===== src/rtl/clock_div_prog_if.sv =====
// Host-side bundle for the programmable clock divider: enables, sync, period
// write port and the per-channel divided clock / tick outputs.
interface clock_div_prog_if #(
  parameter int unsigned N_CH  = 4,
  parameter int unsigned DIV_W = 24,
  parameter int unsigned CH_W  = 4
);
  logic [N_CH-1:0]  EN;
  logic             SYNC;
  logic             WR_EN;
  logic [CH_W-1:0]  WR_CH;
  logic [DIV_W-1:0] WR_DIV;
  logic [N_CH-1:0]  CLK_OUT;
  logic [N_CH-1:0]  TICK_OUT;

  modport master (
    output EN, SYNC, WR_EN, WR_CH, WR_DIV,
    input  CLK_OUT, TICK_OUT
  );

  modport slave (
    input  EN, SYNC, WR_EN, WR_CH, WR_DIV,
    output CLK_OUT, TICK_OUT
  );
endinterface


===== src/rtl/clock_div_prog.sv =====
// Multi-channel runtime-programmable clock divider with per-channel enable,
// glitch-free period updates at period boundaries and all-channel phase sync.
module clock_div_prog #(
  parameter int unsigned N_CH        = 4,
  parameter int unsigned DIV_W       = 24,
  parameter int unsigned DEFAULT_DIV = 100000,
  parameter int unsigned CH_W        = 4
) (
  input  logic             CLK_IN,
  input  logic             RESET,
  clock_div_prog_if.slave  bus
);

  localparam int unsigned CNT_W = DIV_W;

  logic [DIV_W-1:0] pend_q [N_CH];
  logic [DIV_W-1:0] pend_d [N_CH];
  logic [DIV_W-1:0] act_q  [N_CH];
  logic [DIV_W-1:0] act_d  [N_CH];
  logic [CNT_W-1:0] cnt_q  [N_CH];
  logic [CNT_W-1:0] cnt_d  [N_CH];
  logic [N_CH-1:0]  en_q;
  logic [N_CH-1:0]  clk_q, clk_d;
  logic [N_CH-1:0]  tick_q, tick_d;

  // Next-state per channel; active period reloads only at a period boundary,
  // on sync, on enable rise, while stopped (D<2) or while disabled.
  always_comb begin
    for (int i = 0; i < int'(N_CH); i++) begin
      pend_d[i] = pend_q[i];
      act_d[i]  = act_q[i];
      cnt_d[i]  = '0;
      clk_d[i]  = 1'b0;
      tick_d[i] = 1'b0;

      if (bus.WR_EN && (bus.WR_CH == CH_W'(i))) begin
        pend_d[i] = bus.WR_DIV;
      end

      if (!bus.EN[i]) begin
        act_d[i] = pend_q[i];
      end else if (!en_q[i] || bus.SYNC || (act_q[i] < DIV_W'(2)) ||
                   (cnt_q[i] == CNT_W'(act_q[i] - DIV_W'(1)))) begin
        act_d[i] = pend_q[i];
      end else begin
        cnt_d[i] = cnt_q[i] + CNT_W'(1);
      end

      if (bus.EN[i] && (act_d[i] >= DIV_W'(2))) begin
        clk_d[i]  = (cnt_d[i] < CNT_W'(act_d[i] >> 1));
        tick_d[i] = (cnt_d[i] == '0);
      end
    end
  end

  always_ff @(posedge CLK_IN) begin
    if (RESET) begin
      for (int i = 0; i < int'(N_CH); i++) begin
        pend_q[i] <= DIV_W'(DEFAULT_DIV);
        act_q[i]  <= DIV_W'(DEFAULT_DIV);
        cnt_q[i]  <= '0;
      end
      en_q   <= '0;
      clk_q  <= '0;
      tick_q <= '0;
    end else begin
      for (int i = 0; i < int'(N_CH); i++) begin
        pend_q[i] <= pend_d[i];
        act_q[i]  <= act_d[i];
        cnt_q[i]  <= cnt_d[i];
      end
      en_q   <= bus.EN;
      clk_q  <= clk_d;
      tick_q <= tick_d;
    end
  end

  assign bus.CLK_OUT  = clk_q;
  assign bus.TICK_OUT = tick_q;

endmodule

===== src/flat_wrapper.sv =====
// flat-port wrapper written by rule: the top's interface ports become plain ports
module clock_div_prog_flat 
#(
  parameter int unsigned N_CH        = 4,
  parameter int unsigned DIV_W       = 24,
  parameter int unsigned DEFAULT_DIV = 100000,
  parameter int unsigned CH_W        = 4
)
  (CLK_IN, RESET, bus_EN, bus_SYNC, bus_WR_EN, bus_WR_CH, bus_WR_DIV, bus_CLK_OUT, bus_TICK_OUT);
  clock_div_prog_if #(.N_CH(N_CH), .DIV_W(DIV_W), .CH_W(CH_W)) bus_i ();
  input  logic CLK_IN;
  input  logic RESET;
  input wire logic [$bits(bus_i.EN)-1:0] bus_EN;
  input wire logic [$bits(bus_i.SYNC)-1:0] bus_SYNC;
  input wire logic [$bits(bus_i.WR_EN)-1:0] bus_WR_EN;
  input wire logic [$bits(bus_i.WR_CH)-1:0] bus_WR_CH;
  input wire logic [$bits(bus_i.WR_DIV)-1:0] bus_WR_DIV;
  output wire logic [$bits(bus_i.CLK_OUT)-1:0] bus_CLK_OUT;
  output wire logic [$bits(bus_i.TICK_OUT)-1:0] bus_TICK_OUT;
  assign bus_i.EN = bus_EN;
  assign bus_i.SYNC = bus_SYNC;
  assign bus_i.WR_EN = bus_WR_EN;
  assign bus_i.WR_CH = bus_WR_CH;
  assign bus_i.WR_DIV = bus_WR_DIV;
  assign bus_CLK_OUT = bus_i.CLK_OUT;
  assign bus_TICK_OUT = bus_i.TICK_OUT;
  clock_div_prog #(.N_CH(N_CH), .DIV_W(DIV_W), .DEFAULT_DIV(DEFAULT_DIV), .CH_W(CH_W)) u_core (.CLK_IN(CLK_IN), .RESET(RESET), .bus(bus_i));
endmodule

===== config.mk =====
export PLATFORM = sky130hd
export DESIGN_NAME = clock_div_prog_flat
export DESIGN_NICKNAME = d
export VERILOG_FILES = /design/src/rtl/clock_div_prog_if.sv /design/src/rtl/clock_div_prog.sv /design/src/flat_wrapper.sv
export SDC_FILE = /design/constraint.sdc
export NUM_CORES = 1
export LEC_CHECK = 0
export ABC_AREA = 1
export ABC_CLOCK_PERIOD_IN_PS = 5400
export BUFFER_PORTS_ARGS = -buffer_cell sky130_fd_sc_hd__buf_2
export CAP_MARGIN = 20
export CORE_MARGIN = 4
export CORE_UTILIZATION = 64
export CTS_CLUSTER_SIZE = 20
export DETAILED_ROUTE_END_ITERATION = 6
export PLACE_DENSITY = 0.83
export SLEW_MARGIN = 20
export SYNTH_ARGS = -nofsm -noshare
export SYNTH_HDL_FRONTEND = slang
export SYNTH_SLANG_ARGS = --single-unit

===== constraint.sdc =====
create_clock -name CLK_IN -period 5.4 [get_ports CLK_IN]
set_clock_uncertainty 0.2 [all_clocks]
set_input_delay 0.27 -clock CLK_IN [delete_from_list [all_inputs] [get_ports CLK_IN]]
set_output_delay 0.27 -clock CLK_IN [all_outputs]
set_load 0.02 [all_outputs]

# Word level (Yosys, flattened, before mapping)
# Memories as Yosys holds them, arrays and structs flattened.
# Cells that the tools add are included.
# word_totals
reg_bits	12
ramBits	288
wordCells	123
mem_count	3
# classes
n_addsub	8
magnitude_cmp	12
n_eq_ne	7
muxes	35
bitwise_logic	16
n_reduce_logical	33
# mem_list
name	words	width	rd	rd_clocked_by_memory_dff	write_ports	line	rtl
u_core.act_q	4	24	4	0	4	clock_div_prog.sv:18	logic [DIV_W-1:0] act_q [N_CH];
u_core.cnt_q	4	24	4	0	4	clock_div_prog.sv:20	logic [CNT_W-1:0] cnt_q [N_CH];
u_core.pend_q	4	24	4	0	4	clock_div_prog.sv:16	logic [DIV_W-1:0] pend_q [N_CH];
# ops
cell	count
$mux 24	32
$add 24x1->24 const B	4
$eq 24x24->1	4
$ge 24x2->1 const B	4
$logic_not 24->1	4
$lt 24x2->1 const B	4
$lt 24x23->1	4
$sub 24x1->24 const B	4
$logic_or 1x1->1	12
$or 1x1->1	12
$eq 4x2->1 const B	2
$logic_and 1x1->1	8
$reduce_or 2->1	4
$eq 4x1->1 const B	1
$logic_not 1->1	4
$logic_not 4->1	1
$not 1->1	4
$mux 1	3

# Depth between registers and ports, before layout
# depth
depth_word	10
mapped_depth	30

# Worst setup path after synthesis
# No wires, ideal clock.
# synth_timing
path_type	reg2reg
from	memory u_core.act_q[2][0] (netlist: u_core.act_q[0][48])
to	register u_core.clk_q[2] (netlist: u_core.bus.CLK_OUT[2])
t_arrival_ps	3444
required_time_ps	5136
slack_ps	1692
path_stages_with_launch	25
period_less_slack_ps	3708
cell_sequence	dfxtp_1 -> inv_2 -> ha_1 -> nand3_2 -> nor2_4 -> xor2_1 -> nand2_1 -> a21oi_1 -> nand3_1 -> nor2_1 -> nand3_2 -> nand2_2 -> buf_4 -> buf_4 -> clkbuf_1 -> nor2_1 -> ha_1 -> a21oi_1 -> o21a_1 -> o211ai_1 -> a221oi_1 -> nand2_1 -> inv_1 -> nand3_1 -> nor2_1
# synth_rtl
item	line	rtl
from (decl)	clock_div_prog.sv:18	
to (signal assigned)	clock_div_prog.sv:73	clk_q <= clk_d;
to (decl)	clock_div_prog.sv:23	logic [N_CH-1:0] clk_q, clk_d;

==> impl_metrics.prom <==
# TYPE chip_impl_metric gauge
chip_impl_metric{name="clkTransAtPathRegs",unit="ns"} 0.06
chip_impl_metric{name="detail_route.first_pass.iterations",unit=""} 6
chip_impl_metric{name="fmax",unit="MHz"} 214
chip_impl_metric{name="initial_core_util",unit="%"} 65.1
chip_impl_metric{name="vert_die_dim",unit="µm"} 182
chip_impl_info{name="critPathLaunchType",value="flop"} 1
chip_impl_metric{name="num_vias",unit=""} 19800
chip_impl_metric{name="timing.max_slew.rel_slack",unit="%"} 29.8
chip_impl_metric{name="hold-path-cell-count",unit=""} 5
chip_impl_metric{name="cts_sinks",unit=""} 300
chip_impl_metric{name="max-clock-path-buffers",unit=""} 3
chip_impl_info{name="clock_tree.root_cell",value="sky130_fd_sc_hd__clkbuf_16"} 1
chip_impl_metric{name="fin_crit",unit="ns"} 4.67
chip_impl_metric{name="nNetsFinal",unit=""} 3229
chip_impl_info{name="result_of_the_run",value="finished, final reports clean"} 1
chip_impl_metric{name="design_power_total",unit="mW"} 5.13
chip_impl_metric{name="maxSlewViolCount",unit=""} 0
chip_impl_info{name="min_from",value="bus_WR_CH[0]"} 1
chip_impl_metric{name="r2r_setup_slack",unit="ns"} 0.73
chip_impl_metric{name="synth_seq_area_share",unit="%"} 31.0
chip_impl_metric{name="io_pins",unit=""} 44
chip_impl_metric{name="critical_path_peak_fanout",unit=""} 33
chip_impl_metric{name="synthCells",unit=""} 3063
chip_impl_metric{name="syn-num-nets",unit=""} 3195
chip_impl_metric{name="worstMarginPinSlew",unit="ns"} 1.05
chip_impl_metric{name="holdBufCountCts",unit=""} 28
chip_impl_metric{name="hold_slack",unit="ns"} 0.0914
chip_impl_metric{name="drt_wl_total",unit="mm"} 58.5
chip_impl_metric{name="mean_routed_wirelength_per_cell",unit="µm"} 16.6
chip_impl_metric{name="worst-r2r-cell-count",unit=""} 28
chip_impl_metric{name="synth_cell_types",unit=""} 51
chip_impl_metric{name="drive_gt1_share",unit="%"} 6.40
chip_impl_metric{name="dieWidth",unit="µm"} 182
chip_impl_metric{name="fp.coreArea",unit="µm²"} 29800
chip_impl_metric{name="cts_repair_resize_count",unit=""} 0
chip_impl_metric{name="finalHoldViolCount",unit=""} 0
chip_impl_metric{name="cellLeakagePower",unit="nW"} 10.5
chip_impl_metric{name="report.final.setup_viol",unit=""} 0
chip_impl_metric{name="mappedNetlistArea",unit="µm²"} 19400
chip_impl_metric{name="cts_htree_levels",unit=""} 2
chip_impl_metric{name="antenna-diode-count",unit=""} 0
chip_impl_metric{name="final-seq-area",unit="µm²"} 6010
chip_impl_metric{name="rows",unit=""} 63
chip_impl_info{name="endpoint_kind",value="flop"} 1
chip_impl_metric{name="timing.critical_path.arrival",unit="ns"} 4.88
chip_impl_metric{name="min_period_over_period",unit="%"} 86.5
chip_impl_metric{name="drtIter0Drc",unit=""} 1831
chip_impl_metric{name="area_growth",unit="%"} 9.68
chip_impl_metric{name="power_density",unit="nW/µm²"} 241
chip_impl_info{name="post_synth_main_area_contributors",value="sky130_fd_sc_hd__dfxtp_1 (31%), sky130_fd_sc_hd__nand2_1 (15%), sky130_fd_sc_hd__nor2_1 (10%), sky130_fd_sc_hd__inv_1 (7.7%), sky130_fd_sc_hd__ha_1 (6.2%)"} 1
chip_impl_info{name="synth_commonest_cells",value="sky130_fd_sc_hd__nand2_1 (763), sky130_fd_sc_hd__nor2_1 (538), sky130_fd_sc_hd__inv_1 (399)"} 1
chip_impl_metric{name="finalCoreUtilization",unit="%"} 71.4
chip_impl_metric{name="yosysWarnings",unit=""} 0
chip_impl_metric{name="yosys.area.top_type_share",unit="%"} 31.0
chip_impl_metric{name="detailed_place_hpwl",unit="mm"} 43.8
chip_impl_metric{name="post-cts-setup-buffer-count",unit=""} 0
chip_impl_metric{name="drc",unit=""} 0
chip_impl_metric{name="layout.cells.non_filler",unit=""} 3513
chip_impl_metric{name="post_synth.cell_area_avg",unit="µm²"} 6.33
chip_impl_info{name="regToRegStartpoint",value="u_core.act_q[0][72]$_SDFF_PP0_"} 1
chip_impl_info{name="hold_class",value="in -> reg"} 1
chip_impl_metric{name="ant_nets",unit=""} 0
chip_impl_metric{name="ys_ff_latch",unit=""} 300
chip_impl_info{name="crit_slowest_cell",value="sky130_fd_sc_hd__buf_4"} 1
chip_impl_info{name="cts_tree",value="done"} 1
chip_impl_info{name="hold_end",value="u_core.pend_q[2][9]$_SDFFE_PP1P_"} 1
chip_impl_metric{name="ir_worst_vdd",unit="mV"} 0.260
chip_impl_info{name="synth_ff_type",value="sky130_fd_sc_hd__dfxtp_1"} 1
chip_impl_metric{name="numCtsBuffers",unit=""} 35
chip_impl_metric{name="ys_async_sr_fraction",unit="%"} 0
chip_impl_metric{name="io_buffers",unit=""} 43
chip_impl_metric{name="synth_edf_count",unit=""} 0
chip_impl_metric{name="cp.required",unit="ns"} 5.62
chip_impl_metric{name="worst_path_largest_cell_delay",unit="ns"} 0.39
chip_impl_metric{name="grt_max_degree",unit=""} 116
chip_impl_metric{name="multi_input_comb_area",unit="µm²"} 11400
chip_impl_metric{name="place.gp.congestion",unit=""} 0.990
chip_impl_metric{name="fp.dieArea",unit="µm²"} 33200
chip_impl_info{name="r2r-end",value="u_core.bus.CLK_OUT[3]$_SDFF_PP0_"} 1
chip_impl_metric{name="dpl.cell_count",unit=""} 3422
chip_impl_metric{name="via_count_of_the_first_global_routing_pass",unit=""} 18900
chip_impl_info{name="rsz_0062_raised_after_global_routing",value="no"} 1
chip_impl_info{name="timing_worst_setup_path_type",value="reg -> reg"} 1
chip_impl_info{name="path_common_cell",value="sky130_fd_sc_hd__nand2_1"} 1
chip_impl_metric{name="grt_antenna_before_repair",unit=""} 0
chip_impl_metric{name="clk-insertion-delay-late",unit="ns"} 0.52
chip_impl_metric{name="first_pass_grt_wire_length",unit="mm"} 94.1
chip_impl_metric{name="global_route_total_usage_across_every_layer",unit="%"} 34.4
chip_impl_metric{name="setup_total_negative_slack",unit="ns"} 0
chip_impl_metric{name="maxCapViolCount",unit=""} 0
chip_impl_metric{name="drt-vias-per-instance",unit=""} 5.65
chip_impl_metric{name="overflow",unit=""} 0
chip_impl_info{name="most_frequent_cell_after_synthesis",value="sky130_fd_sc_hd__nand2_1"} 1
chip_impl_metric{name="fillers",unit=""} 2631
chip_impl_info{name="synth_top_cell_by_area",value="sky130_fd_sc_hd__dfxtp_1"} 1
power by group:
group | total (mW) | leakage, nW | switching (mW) | internal (mW)
logic | 0.359 | 7.45 | 0.249 | 0.110
clock network | 2.50 | 0.593 | 0.970 | 1.53
registers | 2.27 | 2.43 | 0.0290 | 2.25
kinds of logic (layout without fill, tap and decap cells):
kind of cell               count (synthesis)  count (layout)  share of synthesized area, %
and+or+nand+nor                         1779            1779                          39.4
AOI/OAI and AO/OA                        238             238                          6.60
xor gates and xnor gates                 144             144                          6.54
DFF                                      300             300                          31.0
adders and majority gates                 96              96                          6.19
buffers and inverters                    506             566                          10.3
cell usage in the layout, fill, tap and decap left out, drive strengths merged, types with 15 or more instances in the layout:
| cell | n |
|---|---|
| clkbuf | 48 |
| nor3 | 69 |
| nand3b | 19 |
| a21oi | 92 |
| xnor2 | 41 |
| dlygate4sd3 | 28 |
| o21ai | 117 |
| dfxtp | 300 |
| nor4 | 15 |
| ha | 96 |
| or2 | 21 |
| nand4 | 75 |
| nand3 | 239 |
| nor2 | 561 |
| xor2 | 103 |
| buf | 56 |
| inv | 415 |
| nand2 | 775 |
sequential cells by signal, summed over array words and instances, names as in the netlist:
| register | count |
|---|---|
| u_core.act_q | 96 |
| u_core.bus.CLK_OUT | 4 |
| u_core.bus.TICK_OUT | 4 |
| u_core.cnt_q | 96 |
| u_core.en_q | 4 |
| u_core.pend_q | 96 |
critical path: cells and delay by family, from the launching register on:
kind	cells	cell delay [ns]
adder cells (fa/ha/maj)	2	0.49
AO/OA/AOI/OAI	5	0.90
AND/OR/NAND/NOR	15	1.61
buffers and inverters	6	1.01
flip-flops	1	0.34
worst max path at each step:
stage | from | end | cells after the start
finish | u_core.act_q[0][72]$_SDFF_PP0_ | u_core.bus.CLK_OUT[3]$_SDFF_PP0_ | 28
global route | u_core.act_q[0][24]$_SDFF_PP0_ | u_core.bus.CLK_OUT[1]$_SDFF_PP0_ | 28
CTS | u_core.act_q[0][72]$_SDFF_PP0_ | u_core.bus.CLK_OUT[3]$_SDFF_PP0_ | 28
detailed placement | u_core.act_q[0][72]$_SDFF_PP0_ | u_core.bus.CLK_OUT[3]$_SDFF_PP0_ | 28
global placement | u_core.act_q[0][72]$_SDFF_PP0_ | u_core.bus.CLK_OUT[3]$_SDFF_PP0_ | 28
floorplan | u_core.act_q[0][48]$_SDFF_PP0_ | u_core.bus.CLK_OUT[2]$_SDFF_PP0_ | 24
routing by layer:
metal	track usage [%]	up-vias	wire length, µm
li1	-	9756	-
met1	45.1	9051	24200
met2	57.4	868	27000
met3	4.76	173	4820
met4	13.5	0	2380
met5	0	-	0
metrics by stage:
stage | setup slack, ns | area, µm²
final | 0.731 | 21300
after global placement | 0.820 | 19800
after global routing | 0.288 | 21300
after detailed placement | 0.829 | 19800
after CTS | 0.803 | 21300
after floorplan | 1.69 | 19400
final cells by class:
cell class                 instances  area share (%)
clock inverter                    15           0.876
sequential                       300            28.2
inverter                         419            7.39
clock buffer                      48            4.83
timing repair buffer              84            2.82
tap                              390            2.29
multi-input combinational       2257            53.6
No activity file was read; power rests on OpenSTA's default activity.
